## config.mk

```make
export PLATFORM = sky130hd
export DESIGN_NAME = seq_unsigned_multiplier
export DESIGN_NICKNAME = d
export VERILOG_FILES = /design/src/rtl/seq_unsigned_multiplier.sv
export SDC_FILE = /design/constraint.sdc
export NUM_CORES = 1
export LEC_CHECK = 0
export CAP_MARGIN = 20
export CELL_PAD_IN_SITES_DETAIL_PLACEMENT = 1
export CELL_PAD_IN_SITES_GLOBAL_PLACEMENT = 1
export CORE_UTILIZATION = 40
export DETAILED_ROUTE_END_ITERATION = 8
export HOLD_SLACK_MARGIN = 0.08
export PLACE_DENSITY = 0.75
export SLEW_MARGIN = 25
export SYNTH_ARGS = -nofsm -noshare
export SYNTH_HDL_FRONTEND = slang
export SYNTH_SLANG_ARGS = --single-unit
```

## constraint.sdc

```tcl
create_clock -name clk -period 2.9 [get_ports clk]
set_clock_uncertainty 0.15 [all_clocks]
set_input_delay 0.58 -clock clk [delete_from_list [all_inputs] [get_ports clk]]
set_output_delay 0.58 -clock clk [all_outputs]
set_load 0.02 [all_outputs]
```

## src/rtl/seq_unsigned_multiplier.sv

```systemverilog
// Sequential shift-add unsigned multiplier: one partial product per cycle,
// with a start/done handshake that matches the sequential divider.
module seq_unsigned_multiplier #(
    parameter int WIDTH = 8
) (
    input  logic               clk,
    input  logic               rst_n,
    input  logic [WIDTH-1:0]   a,
    input  logic [WIDTH-1:0]   b,
    input  logic               start,
    output logic [2*WIDTH-1:0] res,
    output logic               done,
    output logic               busy
);

    localparam int CW = $clog2(WIDTH + 1);

    typedef enum logic [1:0] {
        IDLE,
        MUL,
        DONE
    } state_t;

    state_t             state, state_nxt;
    logic [WIDTH:0]     acc, acc_nxt;
    logic [WIDTH-1:0]   mcand, mcand_nxt;
    logic [WIDTH-1:0]   mplier, mplier_nxt;
    logic [CW-1:0]      count, count_nxt;
    logic [2*WIDTH-1:0] res_nxt;
    logic               done_nxt;
    logic [WIDTH:0]     sum;
    logic [2*WIDTH:0]   shifted;

    always_ff @(posedge clk or negedge rst_n) begin
        if (!rst_n) begin
            state  <= IDLE;
            acc    <= '0;
            mcand  <= '0;
            mplier <= '0;
            count  <= '0;
            res    <= '0;
            done   <= 1'b0;
        end else begin
            state  <= state_nxt;
            acc    <= acc_nxt;
            mcand  <= mcand_nxt;
            mplier <= mplier_nxt;
            count  <= count_nxt;
            res    <= res_nxt;
            done   <= done_nxt;
        end
    end

    // The accumulator is one bit wider than the multiplicand so the carry of
    // each partial-product add survives the shift into the product.
    always_comb begin
        state_nxt  = state;
        acc_nxt    = acc;
        mcand_nxt  = mcand;
        mplier_nxt = mplier;
        count_nxt  = count;
        res_nxt    = res;
        done_nxt   = 1'b0;
        sum        = acc + (mplier[0] ? {1'b0, mcand} : '0);
        shifted    = {sum, mplier} >> 1;

        case (state)
            IDLE: begin
                if (start) begin
                    if (a == '0 || b == '0) begin
                        res_nxt   = '0;
                        done_nxt  = 1'b1;
                        state_nxt = DONE;
                    end else begin
                        mcand_nxt  = a;
                        mplier_nxt = b;
                        acc_nxt    = '0;
                        count_nxt  = CW'(WIDTH);
                        state_nxt  = MUL;
                    end
                end
            end
            MUL: begin
                acc_nxt    = shifted[2*WIDTH:WIDTH];
                mplier_nxt = shifted[WIDTH-1:0];
                count_nxt  = count - CW'(1);
                if (count == CW'(1)) begin
                    res_nxt   = shifted[2*WIDTH-1:0];
                    done_nxt  = 1'b1;
                    state_nxt = DONE;
                end
            end
            DONE: begin
                state_nxt = IDLE;
            end
            default: begin
                state_nxt = IDLE;
            end
        endcase
    end

    assign busy = (state != IDLE);

endmodule

```

==> qor.csv, run 1 <==
stage,metric,value,unit
synthesis,synthMuxAreaShare,10.17,%
clock_network,root_buffer,clkbuf_8,
setup_path,worstRegToRegCells,8,
sta,setup_viol_count_final,0,
grt,grt_pass1_wl,9039,um
sta,tns,0,ns
sta,finalWorstSetupSlack,0.2837,ns
synthesis,yosysTopAreaCellShare,49.81,%
layout,postLayoutCellArea,2908,um^2
grt,grt_remaining_overflow,0,
placement,gp_congestion,0.7335,
sta,final_hold_viol_count,0,
synthesis,synthTopCellsByCount,"dfrtp_1, nand2_1, and2_1",
sta,layout_worst_path_cycle_share,90.22,%
layout,drive_gt1_share,17.14,%
setup_path,required,2.94,ns
setup_path,max_stage_delay,0.48,ns
layout,layout.area.seq,1176,um^2
flow_run,maxCapViolCount,0,
setup_path,r2r-start,mplier[0],
placement,dp_slack,0.2062,ns
clock_network,cts.htree.levels,2,
synthesis,synth_edf_count,0,
route,remaining_drc_errors,0,
synthesis,synth_fa_ha_area_share,6.147,%
synthesis,synth-seq-cells,47,
sta,relSlewSlack,54.08,%
layout,fill_cells,613,
floorplan,die_h,78.83,um
grt,grt_pass1_vias,1791,
synthesis,syn_inst,203,
power_and_ir_drop,power_density,1076,nW/um^2
layout,post-route-util,51.85,%
route,routed_wl,5311,um
floorplan,dieWidth,78.83,um
route,drtIter0Drc,35,
clock_network,cts_tree,built,
placement,dpl.hpwl,3810,um
route,firstDrtPassIters,4,
synthesis,synth_xor_area_share,2.968,%
hold_path,worst_hold_path_type,in2async,
grt,antenna_found_initial,0,
synthesis,synth_top_family_by_area,compound AO/OA/AOI/OAI gates,
setup_path,path_buf_inv,0,
clock_network,cts_made_buffers,5,
setup_path,r2r_slack,0.28,ns
layout,multi_input_area,1116,um^2
setup_path,path_class,reg2reg,
placement,portBuffers,36,
placement,dpl-instance-area,2790,um^2
setup_path,crit_path_end_kind,flip-flop,
synthesis,ys_types,38,
floorplan,coreArea,5608,um^2
route,ant_nets,0,
layout,antenna-diode-count,0,
synthesis,ys_warn_count,0,
floorplan,start_util,42.10,%
power_and_ir_drop,p_leak,1.353,nW
clock_network,hold_buffers,0,
clock_network,cts.sinks,47,
route,wire_per_inst,16.75,um
clock_network,postCtsSetupBuffers,0,
synthesis,yosysTopAreaCell,dfrtp_1,
setup_path,path_cells,"and2_1, ha_1, fa_1, a21o_1, a221oi_2, xnor2_1, nor2_1, mux2_1",
clock_network,clk_path_buf_depth,2,
grt,grt_start_max_net_pins,28,
synthesis,synthArstFlopShare,100.0,%
floorplan,fp-row-count,27,
synthesis,synth_compound_area_share,14.20,%
synthesis,syn_area,2361,um^2
setup_path,arrival,2.66,ns
synthesis,syn_area_per_cell,11.63,um^2
layout,area_growth_syn_to_layout,23.16,%
power_and_ir_drop,peakVddDrop,0.3886,mV
run_status,status,"complete, no violations",
synthesis,synth_area_leaders,"dfrtp_1, mux2_2, and2_1",
synthesis,ys.flop_type,dfrtp_1,
synthesis,yosysMostFrequentCell,dfrtp_1,
power_and_ir_drop,power,3.129,mW
setup_path,critPathLaunchType,flip-flop,
synthesis,synth_seq_area_share,49.81,%
floorplan,die_area,6213,um^2
synthesis,synth.net_count,233,
sta,rsz0062_at_grt,false,
floorplan,ios,37,
setup_path,path_max_fanout,9,
synthesis,yosys.area_share.simple,13.78,%
clock_network,clkTransAtPathRegs,0.09,ns
setup_path,crit_family,adder cells,
route,vias,1688,
setup_path,crit_slowest_cell,dfrtp_1,
sta,clock.fmax,0.3822,GHz
clock_network,ctsResizeCount,0,
layout,final_nets,274,
route,avgViaCountPerCell,5.325,
sta,maxSlewViolCount,0,
clock_network,insertion_delay,0.30,ns
sta,worst_pin_slew,0.6872,ns
sta,fin_crit,2.616,ns
grt,gr-usage-all-layers,19.16,%
setup_path,worstReg2RegEnd,res[13],
## worst max path at each step
stage | end | slack, ns | from | cells past startpoint
after floorplan | res[13] | 0.57 | mplier[0] | 8
after global placement | res[3] | 0.27 | b[6] | 6
after detailed placement | res[3] | 0.21 | b[6] | 6
after CTS | res[13] | 0.25 | mplier[0] | 8
after global routing | res[15] | 0.16 | mplier[0] | 8
final | res[13] | 0.28 | mplier[0] | 8
## where the power goes
part	switching, mW	internal, mW
clock network	0.226	0.279
logic	0.773	0.730
registers	0.181	0.939
## sequential cells by signal, summed over array words and instances (netlist names)
signal / count
mplier: 8
res: 16
count: 4
state: 2
acc: 8
done: 1
mcand: 8
## routing by layer
| layer | GRT usage [%] | routed length (um) | vias up |
|---|---|---|---|
| li1 | - | - | 795 |
| met3 | 3.448 | 154 | 6 |
| met5 | 0 | 0 | - |
| met4 | 4.909 | 54 | 0 |
| met2 | 33.13 | 2602 | 29 |
| met1 | 24.76 | 2499 | 858 |
## layout make-up
type	count	area share [%]
clock buffers	6	2.840
well taps	72	3.098
clock inverters	2	1.205
inverters	6	0.7745
multi-input cells	144	38.38
repair buffers	40	13.25
flip-flops and latches	47	40.45
## cells by family after synthesis
group                      after synthesis
DFF                                     47
AOI/OAI and AO/OA                       46
and+or+nand+nor                         59
xor gates and xnor gates                 8
buffers and inverters                   12
adders and majority gates               11
muxes                                   20
## through the flow
step / std cells / hold WS, ns
final: 317 / 0.08328
after global routing: 317 / 0.1026
after CTS: 317 / 0.09033
after detailed placement: 309 / 0.3168
after global placement: 309 / 0.3054
after floorplan: 203 / 0.1344
## cells in the final DEF, fill, tap and decap left out, types with 2 or more instances in the layout
cell / count
dfrtp_1: 47
clkdlybuf4s50_1: 35
nand2_1: 21
and2_1: 20
mux2_2: 15
a21oi_1: 13
ha_1: 10
o21ai_0: 9
xnor2_1: 8
a21o_1: 7
inv_1: 6
clkbuf_8: 6
nor4_1: 5
mux2_4: 4
buf_4: 4
nor2_1: 3
a22o_1: 3
o21ai_1: 3
nand3_1: 2
a221oi_2: 2
o2bb2ai_1: 2
## worst register-to-register path, cell delays in order, from the launching register on
cell	delay, ns
dfrtp_1	0.48
and2_1	0.20
ha_1	0.21
fa_1	0.40
a21o_1	0.21
a221oi_2	0.31
xnor2_1	0.16
nor2_1	0.08
mux2_1	0.32
(Power assumes the default switching activity.)
==> inputs of run 2 (changes only) <==
--- a/config.mk
+++ b/config.mk
@@ -8,8 +8,10 @@
 export CAP_MARGIN = 20
 export CELL_PAD_IN_SITES_DETAIL_PLACEMENT = 1
 export CELL_PAD_IN_SITES_GLOBAL_PLACEMENT = 1
+export CORE_MARGIN = 3
 export CORE_UTILIZATION = 40
 export DETAILED_ROUTE_END_ITERATION = 8
+export GPL_TIMING_DRIVEN = 1
 export HOLD_SLACK_MARGIN = 0.08
 export PLACE_DENSITY = 0.75
 export SLEW_MARGIN = 25
==> run 2 against run 1 <==
Net effect: hold slack gained 0.24 ns; setup slack better by 0.019 ns; non-clock buffer count is 2 higher; final cell count grew 0.63%; count of clock-buffer cells in the layout is 1 lower; sequential power about the same; highest routed layer unchanged.
==> qor.csv, run 2 (synthesized netlist as in run 1, its figures left out) <==
stage,metric,value,unit,change
layout,largest_reg_flops,16,,unchanged
power_and_ir_drop,power,3.027,mW,-3.3%
setup_path,path_max_fanout,9,,unchanged
floorplan,die_area,6860,um^2,+10%
setup_path,crit_path_end_kind,flip-flop,,
route,firstDrtPassIters,3,,-1
layout,layout.area.seq,1176,um^2,unchanged
sta,relSlewSlack,55.04,%,+0.97 points
sta,final_hold_viol_count,0,,unchanged
route,wire_per_inst,16.77,um,+0.12%
clock_network,cts.htree.levels,2,,unchanged
flow_run,maxCapViolCount,0,,unchanged
setup_path,arrival,2.62,ns,-0.04 ns
grt,grt_start_max_net_pins,24,,-14%
sta,maxSlewViolCount,0,,unchanged
floorplan,die_h,82.83,um,+5.1%
setup_path,required,2.92,ns,-0.02 ns
sta,tns,0,ns,unchanged
clock_network,clk_path_buf_depth,2,,unchanged
sta,rsz0062_at_grt,false,,
placement,portBuffers,36,,unchanged
hold_path,worst_hold_path_type,reg2reg,,
setup_path,path_buf_inv,0,,unchanged
clock_network,insertion_delay,0.31,ns,about the same
route,avgViaCountPerCell,5.169,,-2.9%
setup_path,max_stage_delay,0.46,ns,-0.02 ns
placement,place_inst,310,,+0.32%
setup_path,path_class,reg2reg,,
layout,antenna-diode-count,0,,unchanged
grt,grt_remaining_overflow,0,,unchanged
floorplan,ios,37,,unchanged
clock_network,cts_made_buffers,5,,unchanged
grt,grt_pass1_wl,9321,um,+3.1%
grt,grt_pass1_vias,1826,,+2.0%
layout,final_common_cell,dfrtp_1,,
clock_network,root_buffer,clkbuf_8,,
sta,layout_worst_path_cycle_share,89.55,%,-0.67 points
floorplan,start_util,42.10,%,unchanged
placement,dpl.hpwl,3960,um,+3.9%
setup_path,crit_slowest_cell,dfrtp_1,,
sta,setup_viol_count_final,0,,unchanged
power_and_ir_drop,p_leak,1.341,nW,-0.89%
power_and_ir_drop,power_density,1045,nW/um^2,-2.9%
clock_network,clkTransAtPathRegs,0.09,ns,about the same
clock_network,cts.sinks,47,,unchanged
route,routed_wl,5351,um,+0.75%
sta,fin_crit,2.597,ns,-0.01942 ns
sta,worst_pin_slew,0.6728,ns,-0.01445 ns
grt,gr-usage-all-layers,16.84,%,-2.3 points
floorplan,fp-row-count,27,,unchanged
route,remaining_drc_errors,0,,unchanged
sta,clock.fmax,0.3851,GHz,+0.75%
layout,final_cells,319,,+0.63%
layout,final_nets,276,,+0.73%
placement,gp_congestion,0.7241,,-1.3%
layout,fill_cells,647,,+5.5%
route,ant_nets,0,,unchanged
floorplan,dieWidth,82.83,um,+5.1%
layout,layout_common_cells,"dfrtp_1, clkdlybuf4s50_1, nand2_1",,
run_status,status,"complete, no violations",,
setup_path,path_cells,"and2_1, ha_1, fa_1, a21o_1, a221oi_2, o21bai_1, a21oi_1, o21ai_0",,
route,vias,1649,,-2.3%
clock_network,cts_tree,built,,
layout,post-route-util,51.65,%,-0.20 points
layout,regMostFlops,res,,
setup_path,critPathLaunchType,flip-flop,,
layout,multi_input_area,1116,um^2,unchanged
setup_path,crit_family,compound AO/OA/AOI/OAI gates,,
floorplan,coreArea,5608,um^2,unchanged
layout,drive_gt1_share,17.41,%,+0.27 points
layout,area_growth_syn_to_layout,22.68,%,
grt,antenna_found_initial,0,,unchanged
clock_network,ctsResizeCount,0,,unchanged
route,drtIter0Drc,53,,+51%
power_and_ir_drop,peakVddDrop,0.3904,mV,+0.48%
## run 2: worst register-to-register path, stage by stage (launching register included)
cell	delay (ns)
dfrtp_1	0.46
and2_1	0.19
ha_1	0.21
fa_1	0.40
a21o_1	0.21
a221oi_2	0.30
o21bai_1	0.13
a21oi_1	0.30
o21ai_0	0.12
## run 2: final timing paths
path                       startpoint         to  slack, ns  cells after the start
min reg2reg                 mplier[2]  mplier[2]       0.33                      2
min in group asynchronous       rst_n  mplier[1]       0.49                      2
max in group asynchronous       rst_n     res[9]       1.55                      3
max reg2reg                 mplier[0]     acc[7]       0.30                      8
max                         mplier[0]     acc[7]       0.30                      8
min                         mplier[2]  mplier[2]       0.33                      2
## run 2: cell type report
class | instances | area share [%]
inverter | 6 | 0.7775
tap | 72 | 3.110
clock buffer | 5 | 2.376
multi-input combinational | 144 | 38.53
sequential | 47 | 40.60
timing repair buffer | 42 | 13.91
clock inverter | 3 | 0.6911
## run 2: through the flow
stage / worst slack [ns] / instance area (um^2) / hold slack (ns)
2_1_floorplan: 0.5664 / 2361 / 0.1344
3_3_place_gp: 0.2955 / 2798 / 0.2874
3_5_place_dp: 0.2068 / 2798 / 0.2892
4_1_cts: 0.2825 / 2897 / 0.3374
5_1_grt: 0.1243 / 2897 / 0.3643
6_report: 0.3031 / 2897 / 0.3283
## run 2: power breakdown
part | internal [mW] | total, mW | leakage [nW] | switching (mW)
Sequential | 0.939 | 1.11 | 0.596 | 0.174
Clock | 0.168 | 0.400 | 0.0402 | 0.232
Combinational | 0.730 | 1.51 | 0.705 | 0.784
Total | 1.84 | 3.03 | 1.34 | 1.19
## run 2: repair_timing
item,in CTS,in global routing
buffers inserted,0,0
endpoints found under the hold margin,7,0
hold buffers,1,0
## run 2: routing by layer
layer	track usage [%]	up-vias	share of wire [%]
li1	-	805	-
met1	22.72	814	47
met2	27.84	25	49
met3	2.579	5	2.7
met4	5.349	0	1.2
met5	0	-	0
==> inputs of run 3 (changes only) <==
--- a/config.mk
+++ b/config.mk
@@ -13,7 +13,7 @@
 export DETAILED_ROUTE_END_ITERATION = 8
 export GPL_TIMING_DRIVEN = 1
 export HOLD_SLACK_MARGIN = 0.08
-export PLACE_DENSITY = 0.75
+export PLACE_DENSITY = 0.86
 export SLEW_MARGIN = 25
 export SYNTH_ARGS = -nofsm -noshare
 export SYNTH_HDL_FRONTEND = slang
==> run 3 against run 2 <==
Net effect: fmax rose by 1.7%; via count fell by 0.30%; design area fell by 1.3%; core utilization fell by 0.67 points; flip-flop and latch count did not move; routed wire length fell by 3.3%; sequential power barely moved; power fell by 1.8%; sequential share of layout area rose by 0.53 points; hold slack got worse by 0.12 ns; clock power fell by 6.5%; largest power group unchanged; non-clock buffer count fell by 3.
==> qor.csv, run 3 (synthesized netlist as in run 1, its figures left out) <==
stage,metric,value,unit,change
run_status,status,"complete, no violations",,
route,firstDrtPassIters,4,,+1
setup_path,path_class,reg2reg,,
floorplan,fp-row-count,27,,unchanged
layout,regMostFlops,res,,
clock_network,cts.htree.levels,2,,unchanged
clock_network,cts_tree,built,,
layout,final_cells,314,,-1.6%
route,avgViaCountPerCell,5.236,,+1.3%
clock_network,root_buffer,clkbuf_8,,
setup_path,path_max_fanout,9,,unchanged
flow_run,maxCapViolCount,0,,unchanged
power_and_ir_drop,peakVddDrop,0.4298,mV,+10%
floorplan,dieWidth,82.83,um,unchanged
layout,final_nets,273,,-1.1%
setup_path,arrival,2.59,ns,-0.03 ns
sta,worst_pin_slew,0.6574,ns,-0.01539 ns
grt,grt_start_max_net_pins,48,,+100%
sta,rsz0062_at_grt,false,,
clock_network,cts.sinks,47,,unchanged
floorplan,start_util,42.10,%,unchanged
clock_network,clkTransAtPathRegs,0.09,ns,about the same
sta,maxSlewViolCount,0,,unchanged
clock_network,clk_path_buf_depth,2,,unchanged
sta,layout_worst_path_cycle_share,88.03,%,-1.5 points
clock_network,hold_buffers,0,,-1
setup_path,crit_slowest_cell,dfrtp_1,,
layout,drive_gt1_share,16.12,%,-1.3 points
power_and_ir_drop,p_leak,1.324,nW,-1.3%
route,wire_per_inst,16.47,um,-1.8%
grt,grt_pass1_vias,1861,,+1.9%
floorplan,coreArea,5608,um^2,unchanged
placement,dpl.hpwl,3797,um,-4.1%
setup_path,crit_path_end_kind,flip-flop,,
sta,clock.fmax,0.3917,GHz,+1.7%
sta,final_hold_viol_count,0,,unchanged
setup_path,path_cells,"and2_1, ha_1, fa_1, a21o_1, a221oi_2, xnor2_1, nor2_1, mux2_1",,
clock_network,insertion_delay,0.31,ns,about the same
sta,finalWorstSetupSlack,0.3471,ns,+0.04398 ns
grt,gr-usage-all-layers,16.14,%,-0.70 points
route,ant_nets,0,,unchanged
clock_network,cts_made_buffers,5,,unchanged
setup_path,required,2.94,ns,+0.02 ns
sta,hold-worst-slack,0.2038,ns,-0.1245 ns
route,vias,1644,,-0.30%
floorplan,ios,37,,unchanged
layout,layout_common_cells,"dfrtp_1, clkdlybuf4s50_1, nand2_1",,
setup_path,worstRegToRegCells,8,,unchanged
clock_network,ctsResizeCount,0,,unchanged
grt,grt_remaining_overflow,0,,unchanged
placement,gp_congestion,0.7979,,+10%
grt,grt_pass1_wl,8928,um,-4.2%
layout,antenna-diode-count,0,,unchanged
route,remaining_drc_errors,0,,unchanged
placement,dp_slack,0.1531,ns,-0.05374 ns
sta,tns,0,ns,unchanged
floorplan,die_area,6860,um^2,unchanged
power_and_ir_drop,power_density,1040,nW/um^2,-0.51%
power_and_ir_drop,power,2.973,mW,-1.8%
clock_network,postCtsSetupBuffers,0,,unchanged
setup_path,r2r-start,mplier[0],,
placement,portBuffers,36,,unchanged
route,drtIter0Drc,54,,+1.9%
layout,final_common_cell,dfrtp_1,,
route,routed_wl,5172,um,-3.3%
setup_path,worstReg2RegEnd,res[13],,
layout,largest_reg_flops,16,,unchanged
grt,antenna_found_initial,0,,unchanged
sta,fin_crit,2.553,ns,-0.04398 ns
setup_path,r2r_slack,0.35,ns,+0.04 ns
setup_path,max_stage_delay,0.46,ns,about the same
layout,area_growth_syn_to_layout,21.09,%,
layout,fill_cells,623,,-3.7%
sta,setup_viol_count_final,0,,unchanged
hold_path,worst_hold_path_type,in2async,,
floorplan,die_h,82.83,um,unchanged
placement,place_inst,308,,-0.65%
setup_path,critPathLaunchType,flip-flop,,
sta,relSlewSlack,56.08,%,+1.0 points
## run 3: cell count changes in the layout (fill, tap and decap cells not counted)
cell           delta
buf_4             -2
clkinv_2          -1
clkinvlp_4        -1
dlygate4sd3_1     -1
## run 3: final cells by class
class                      count  area (um^2)  area share, %
inverter                       6        22.52         0.7877
timing repair buffer          39        377.9          13.22
sequential                    47         1176          41.14
clock inverter                 1        7.507         0.2626
clock buffer                   5        68.82          2.407
multi-input combinational    144         1116          39.04
tap                           72        90.09          3.151
## run 3: power breakdown
part	switching, mW	internal, mW
registers	0.176	0.939
logic	0.757	0.726
clock network	0.214	0.160
total	1.15	1.83
## run 3: per-layer routing
metal / GRT usage (%) / up-vias / share of wire (%)
met1: 20.98 / 824 / 47
met4: 3.863 / 0 / 0.99
met5: 0 / - / 0
li1: - / 788 / -
met2: 26.09 / 27 / 48
met3: 5.357 / 5 / 4.3
## run 3: how the worst max path moves through the flow
stage / startpoint / end / slack [ns] / cells past startpoint
global route: mplier[0] / res[13] / 0.22 / 8
CTS: mplier[0] / res[13] / 0.33 / 8
finish: mplier[0] / res[13] / 0.35 / 8
global placement: b[2] / mcand[7] / 0.23 / 5
detailed placement: b[6] / mcand[1] / 0.15 / 5
floorplan: mplier[0] / res[13] / 0.57 / 8
## run 3: per-stage QoR
step                cell area, um^2  utilization (%)
detailed placement             2783            49.62
global placement               2783            49.62
finish                         2859            50.98
floorplan                      2361                -
CTS                            2859            50.98
global route                   2859            50.98
## run 3: worst max-delay path, delay by kind of cell (launching register included)
kind,cells,cell delay (ns)
multiplexers,1,0.31
adder cells (fa/ha/maj),2,0.61
flip-flops,1,0.46
AO/OA/AOI/OAI,2,0.50
XOR/XNOR,1,0.15
AND/OR/NAND/NOR,2,0.26
